<file path="src/rtl/pipelined_rca.sv">
// pipelined_rca: segmented pipelined ripple-carry add/sub; define PIPE_RCA_OVF_EN to register signed overflow on out_ovf
module pipelined_rca #(
    parameter int WIDTH  = 32,
    parameter int STAGES = 4
) (
    input  logic             clk,
    input  logic             rst,
    input  logic             in_valid,
    output logic             in_ready,
    input  logic [WIDTH-1:0] in_a,
    input  logic [WIDTH-1:0] in_b,
    input  logic             in_cin,
    input  logic             in_sub,
    output logic             out_valid,
    input  logic             out_ready,
    output logic [WIDTH-1:0] out_sum,
    output logic             out_cout,
    output logic             out_ovf
);
    localparam int SEG = WIDTH / STAGES;
    function automatic int boff(input int k);
        int r;
        r = 0;
        for (int j = 0; j < k; j++) r += WIDTH - j * SEG;
        return r;
    endfunction
    localparam int BT = boff(STAGES);
    logic [WIDTH-1:0] w [STAGES+1];
    logic             c [STAGES+1];
    logic             v [STAGES+1];
    logic [BT-1:0]    bbus;
    logic             adv;
    assign adv               = !out_valid || out_ready;
    assign in_ready          = adv;
    assign w[0]              = in_a;
    assign c[0]              = in_sub | in_cin;
    assign v[0]              = in_valid;
    assign bbus[WIDTH-1:0]   = in_sub ? ~in_b : in_b;
    assign out_valid         = v[STAGES];
    assign out_sum           = w[STAGES];
    assign out_cout          = c[STAGES];
    for (genvar s = 0; s < STAGES; s++) begin : g
        localparam int BW = WIDTH - s * SEG;
        logic [BW-1:0]    bi;
        logic [SEG-1:0]   sa;
        logic [SEG-1:0]   ss;
        logic [SEG:0]     cc;
        logic [WIDTH-1:0] nw;
        logic [WIDTH-1:0] wr;
        logic             cr;
        logic             vr;
        assign bi = bbus[boff(s) +: BW];
        assign sa = w[s][s*SEG +: SEG];
        always_comb begin
            cc = {{SEG{1'b0}}, c[s]};
            ss = '0;
            for (int i = 0; i < SEG; i++) begin
                ss[i]   = sa[i] ^ bi[i] ^ cc[i];
                cc[i+1] = (sa[i] & bi[i]) | (cc[i] & (sa[i] ^ bi[i]));
            end
            nw = w[s];
            nw[s*SEG +: SEG] = ss;
        end
        always_ff @(posedge clk) begin
            if (rst) begin
                wr <= '0;
                cr <= 1'b0;
                vr <= 1'b0;
            end else if (adv) begin
                wr <= nw;
                cr <= cc[SEG];
                vr <= v[s];
            end
        end
        assign w[s+1] = wr;
        assign c[s+1] = cr;
        assign v[s+1] = vr;
        if (s < STAGES - 1) begin : gb
            logic [BW-SEG-1:0] br;
            always_ff @(posedge clk) begin
                if (rst) br <= '0;
                else if (adv) br <= bi[BW-1:SEG];
            end
            assign bbus[boff(s+1) +: BW-SEG] = br;
        end else begin : go
`ifdef PIPE_RCA_OVF_EN
            logic cm;
            always_ff @(posedge clk) begin
                if (rst) cm <= 1'b0;
                else if (adv) cm <= cc[SEG-1];
            end
            assign out_ovf = cm ^ cr;
`else
            assign out_ovf = 1'b0;
`endif
        end
    end
endmodule

</file>
<file path="config.mk">
export PLATFORM = sky130hd
export DESIGN_NAME = pipelined_rca
export DESIGN_NICKNAME = d
export VERILOG_FILES = /design/src/rtl/pipelined_rca.sv
export SDC_FILE = /design/constraint.sdc
export NUM_CORES = 1
export LEC_CHECK = 0
export CORE_ASPECT_RATIO = 1.75
export CORE_UTILIZATION = 40
export CTS_BUF_LIST = sky130_fd_sc_hd__clkbuf_16
export CTS_CLUSTER_DIAMETER = 80
export DETAILED_ROUTE_END_ITERATION = 16
export GPL_TIMING_DRIVEN = 0
export SLEW_MARGIN = 20
export SYNTH_ARGS = -nofsm -noshare
export SYNTH_HDL_FRONTEND = slang
export SYNTH_SLANG_ARGS = --single-unit
</file>
<file path="constraint.sdc">
create_clock -name clk -period 11.2 [get_ports clk]
set_input_delay 2.8 -clock clk [delete_from_list [all_inputs] [get_ports clk]]
set_output_delay 2.8 -clock clk [all_outputs]
set_load 0.1 [all_outputs]
</file>
**Word level (Yosys, flattened, before mapping)**

Index checks and enable logic that the tools add are counted.

- Register bits: 184
- Word-level logic and storage cells: 180

- Mux-type cells: 1
- Bitwise logic cells: 162
- Reductions and logical operators: 2

Operator list:

| operator | count |
|---|---|
| AND 1 bit | 64 |
| bitwise XOR 1 bit | 64 |
| bitwise OR 1 bit | 33 |
| two-way mux 32 bit | 1 |
| inverter 32 bit | 1 |
| zero test 1 bit | 1 |
| logical OR 1 bit | 1 |

**Longest topological paths before layout**

Gate-level depths: netlist of run 1.

- Depth after elaboration: 19
- Depth in mapped cells: 15
- Gate-level depth less buffers: 13

**Worst setup path after synthesis of run 1**

Ideal clock, no wire load.

- Path kind: in2reg
- Start: input port in_sub
- End: register g[0].wr[7]
- Library setup time: 0.120 ns
- Arrival time: 6.406 ns
- Path slack: 4.674 ns
- Cell stages on the path: 15
- Path buffers: 2
- Path through: buf_4 -> buf_2 -> xor2_1 -> fa_1 -> inv_1 -> fa_1 -> fa_1 -> fa_1 -> fa_1 -> fa_1 -> fa_1 -> inv_1 -> fa_1 -> nand2_1 -> a21oi_1

- Longest elaborated chain between the ends: 17
- Elaborated cells on any way between the ends: 32
- Those cells by class: mux (1); bitwise (31)

RTL lines:

| item | line | RTL |
|---|---|---|
| start, declared | 13 | `input logic in_sub,` |
| two-way mux 32 bit | 38 | `assign bbus[WIDTH-1:0] = in_sub ? ~in_b : in_b;` |
| bitwise XOR 1 bit | 59 | `cc[i+1] = (sa[i] & bi[i]) \| (cc[i] & (sa[i] ^ bi[i]));` |
| AND 1 bit | 59 |  |
| bitwise OR 1 bit | 59 |  |
| AND 1 bit | 59 |  |
| bitwise OR 1 bit | 59 |  |
| AND 1 bit | 59 |  |
| bitwise OR 1 bit | 59 |  |
| [2 not listed] | - |  |
| AND 1 bit | 59 |  |
| bitwise OR 1 bit | 59 |  |
| AND 1 bit | 59 |  |
| bitwise OR 1 bit | 59 |  |
| AND 1 bit | 59 |  |
| bitwise OR 1 bit | 59 |  |
| bitwise XOR 1 bit (*) | 58 | `ss[i] = sa[i] ^ bi[i] ^ cc[i];` |
| via g[0].nw[7] | 48 | `logic [WIDTH-1:0] nw;` |
| end signal, assigned | 70 | `wr <= nw;` |
| end, declared | 49 | `logic [WIDTH-1:0] wr;` |

The timed path passes the listed nets; every way through them passes the cells marked *.
A chain may end at the register's enable or synchronous reset.

**Final worst setup path of run 1**

- Start: input port out_ready
- End: output port in_ready

- Longest elaborated chain between the ends: 1

RTL lines:

| item | line | RTL |
|---|---|---|
| start, declared | 15 | `input logic out_ready,` |
| logical OR 1 bit | 33 | `assign adv = !out_valid \|\| out_ready;` |
| end, declared | 9 | `output logic in_ready,` |

Every way passes these cells.

==> impl_results.md, run 1 <==
* Outcome: finished clean
* Synthesized net count at 961
* CTS Buffer Depth at 2
* H-tree depth at 4
* Clock skew at 0.0131 ns
* Setup violators final at 0
* PwrDens at 157 nW/µm²
* Fillcell total at 1903
* Mapped Cells at 859
* Area Growth Syn to Fin at 24.6%
* Reg-to-reg slack, setup at 7.38 ns
* Startpoint class of the critical path: input port
* Final instance area at 9510 µm²
* First-pass GRT wire length at 30.7 mm
* TritonCTS clock tree: done
* Critical Path AT at 5.09 ns
* Clk_lat worst skew at 0.43 ns
* Die Height at 185 µm
* ANT nets after route at 0
* RePlAce Congestion at 0.803
* Antenna violations before repair at 0
* CTS sink cnt at 184
* Leakage power at 3.68 nW
* Tightest Hold Check Type: flop to flop
* Max-cap violations at 0
* Die Width at 106 µm
* Crit Path Category: input port to output port
* Antenna fix cells at 0
* DRT iter0 DRCs at 205
* Largest net degree at the start of global routing at 19
* Drt pass-1 iters at 5
* Share of cells above drive strength 1 at 12.2%
* Max VDD drop at 85.9 µV
* Row cnt at 66
* Setup TNS at 0 ns
* PortBufs at 102
* Yosys warning total at 0
* Crit path max fanout at 10
* Final hold vios at 0
* CP required at 8.40 ns
* Critical Path Sink Type: output port
* Actual slew at the worst max-slew pin at 0.984 ns
* Unrepaired setup endpoints after global routing: false
* Hold endpoint: out_sum[14]
* FF-to-FF path depth at 12
* Core Area at 18700 µm²
* Worst Min Path Start: out_sum[14]
* Syn Area/Cell at 8.88 µm²
* Mapped Area at 7630 µm²
* Hold-fix buffers, CTS at 0
* Vias at 5868
* Fin nets at 1082
* Relative slew slack at 34.2%
* Setup Fix Bufs, Post-CTS at 0
* Post-cts resize count at 0
* Reg2reg start: g[2].gb.br[0]
* # IOs at 106
* Clk slew on worst S/H paths at 0.07 ns
* Root Driver: clkbuf_16
* DIE AREA at 19600 µm²
* Post-DP Area at 8950 µm²
* Minimum clock period at 7.89 ns
* Period utilisation layout at 70.4%
* Yosys reg bits at 184
* Hold depth at 2
* Layout Utilization at 50.9%
* Max-slew violation count at 0
* Vias in the first global route at 6033
* GR Overflow Total at 0
* Wirelength per Cell at 15.7 µm
* Register area share after synthesis at 48.3%
* DP Wirelength at 14.7 mm
* Num CTS Buffers at 17
* R2r endpoint: out_sum[31]
* Fmax at 127 MHz
* Via-to-Cell Ratio at 4.77
* DRT Wirelength at 19.3 mm
* Initial Utilization at 40.9%
* Synth unique cells at 20
* DRC viols at 0
* Final Total Pwr at 1.49 mW
* Total GRT Usage at 20.8%
per-stage QoR:
| step | worst slack, ns | hold slack (ns) | instances |
|---|---|---|---|
| finish | 3.31 | 0.451 | 1231 |
| global route | 3.26 | 0.463 | 1231 |
| CTS | 3.30 | 0.453 | 1231 |
| detailed placement | 3.30 | 0.443 | 1199 |
| global placement | 3.31 | 0.439 | 1199 |
| floorplan | 4.67 | 0.432 | 859 |
state kept, by name, indices dropped and copies added, names as in the netlist:
| name | count |
|---|---|
| g.vr | 3 |
| out_sum | 32 |
| out_valid | 1 |
| g.gb.br | 48 |
| g.cr | 3 |
| out_cout | 1 |
| g.wr | 96 |
cells in the mapped netlist (all sizes together):
library cell  count  share of area (%)
nand2           288                 14
conb              1              0.049
nor2b             1               0.18
xor2              4               0.46
nor2             41                2.0
xnor2            28                3.2
dfxtp           184                 48
inv              30                1.5
a211oi           39                6.3
a21oi           144                9.4
or2               1              0.082
buf              51                5.1
clkbuf           15               0.84
fa               32                8.4
logic make-up after synthesis:
| group | count (synthesis) | synth area share [%] |
|---|---|---|
| and+or+nand+nor | 331 | 16.5 |
| DFF | 184 | 48.3 |
| AOI/OAI and AO/OA | 183 | 15.7 |
| buffers and inverters | 96 | 7.41 |
| xor gates and xnor gates | 32 | 3.67 |
| adders and majority gates | 32 | 8.40 |
| other | 1 | 0.0492 |
worst max-delay path by stage:
stage / depth (start not counted) / slack (ns) / from / endpoint
global placement: 7 / 3.31 / out_ready / in_ready
floorplan: 15 / 4.67 / in_sub / g[0].wr[7]
detailed placement: 7 / 3.30 / out_ready / in_ready
finish: 7 / 3.31 / out_ready / in_ready
CTS: 7 / 3.30 / out_ready / in_ready
global route: 7 / 3.26 / out_ready / in_ready
worst max-delay path: stages:
cell             delay, ns
clkdlybuf4s50_1       0.50
nor2b_4               0.05
buf_6                 0.13
inv_2                 0.07
buf_6                 0.19
buf_6                 0.19
clkdlybuf4s50_1       1.15
routing by layer:
layer	global-route usage, %	wire [µm]	vias to the layer above
li1	-	-	2984
met2	40.3	10700	109
met5	0	0	-
met1	21.5	7490	2750
met3	3.22	453	25
met4	9.39	618	0
layout by cell type, fill, tap and decap left out, types with 4 or more instances in the layout:
cell type and instances:
a211oi_2 37, a21oi_1 144, buf_2 20, buf_4 10, buf_6 18, clkbuf_1 13
clkbuf_16 17, clkdlybuf4s50_1 102, dfxtp_1 184, fa_1 32, inv_1 30, inv_6 5
nand2_1 288, nor2_1 41, xnor2_1 28, xor2_1 4
power by group:
group | internal [mW] | switching, mW
Clock | 0.294 | 0.278
Sequential | 0.698 | 0.0277
Combinational | 0.0814 | 0.113
Total | 1.07 | 0.420
cell type report:
type	count	area [µm²]	area share, %
plain buffers	66	453	4.77
clock buffers	17	425	4.48
repair buffers	102	1020	10.7
multi-input cells	579	3380	35.5
well taps	238	298	3.13
flip-flops and latches	184	3680	38.8
inverters	30	113	1.18
clock inverters	15	134	1.41
Note: power is estimated with default switching activity, not from simulation.
==> run 2: changes to the inputs <==
==> constraint.sdc (replaced) <==
create_clock -name clk -period 7.9 [get_ports clk]
set_input_delay 1.975 -clock clk [delete_from_list [all_inputs] [get_ports clk]]
set_output_delay 1.975 -clock clk [all_outputs]
set_load 0.1 [all_outputs]
==> results of run 2 <==
Same layout as run 1 (identical final DEF). Status: finished clean.
Main changes from that run: setup slack after placement 3.30 ns -> 1.65 ns; setup slack after layout 3.31 ns -> 1.66 ns; register-to-register setup slack 7.38 ns -> 4.08 ns; total power 1.49 mW -> 2.12 mW; worst IR drop on VDD 85.9 µV -> 122 µV
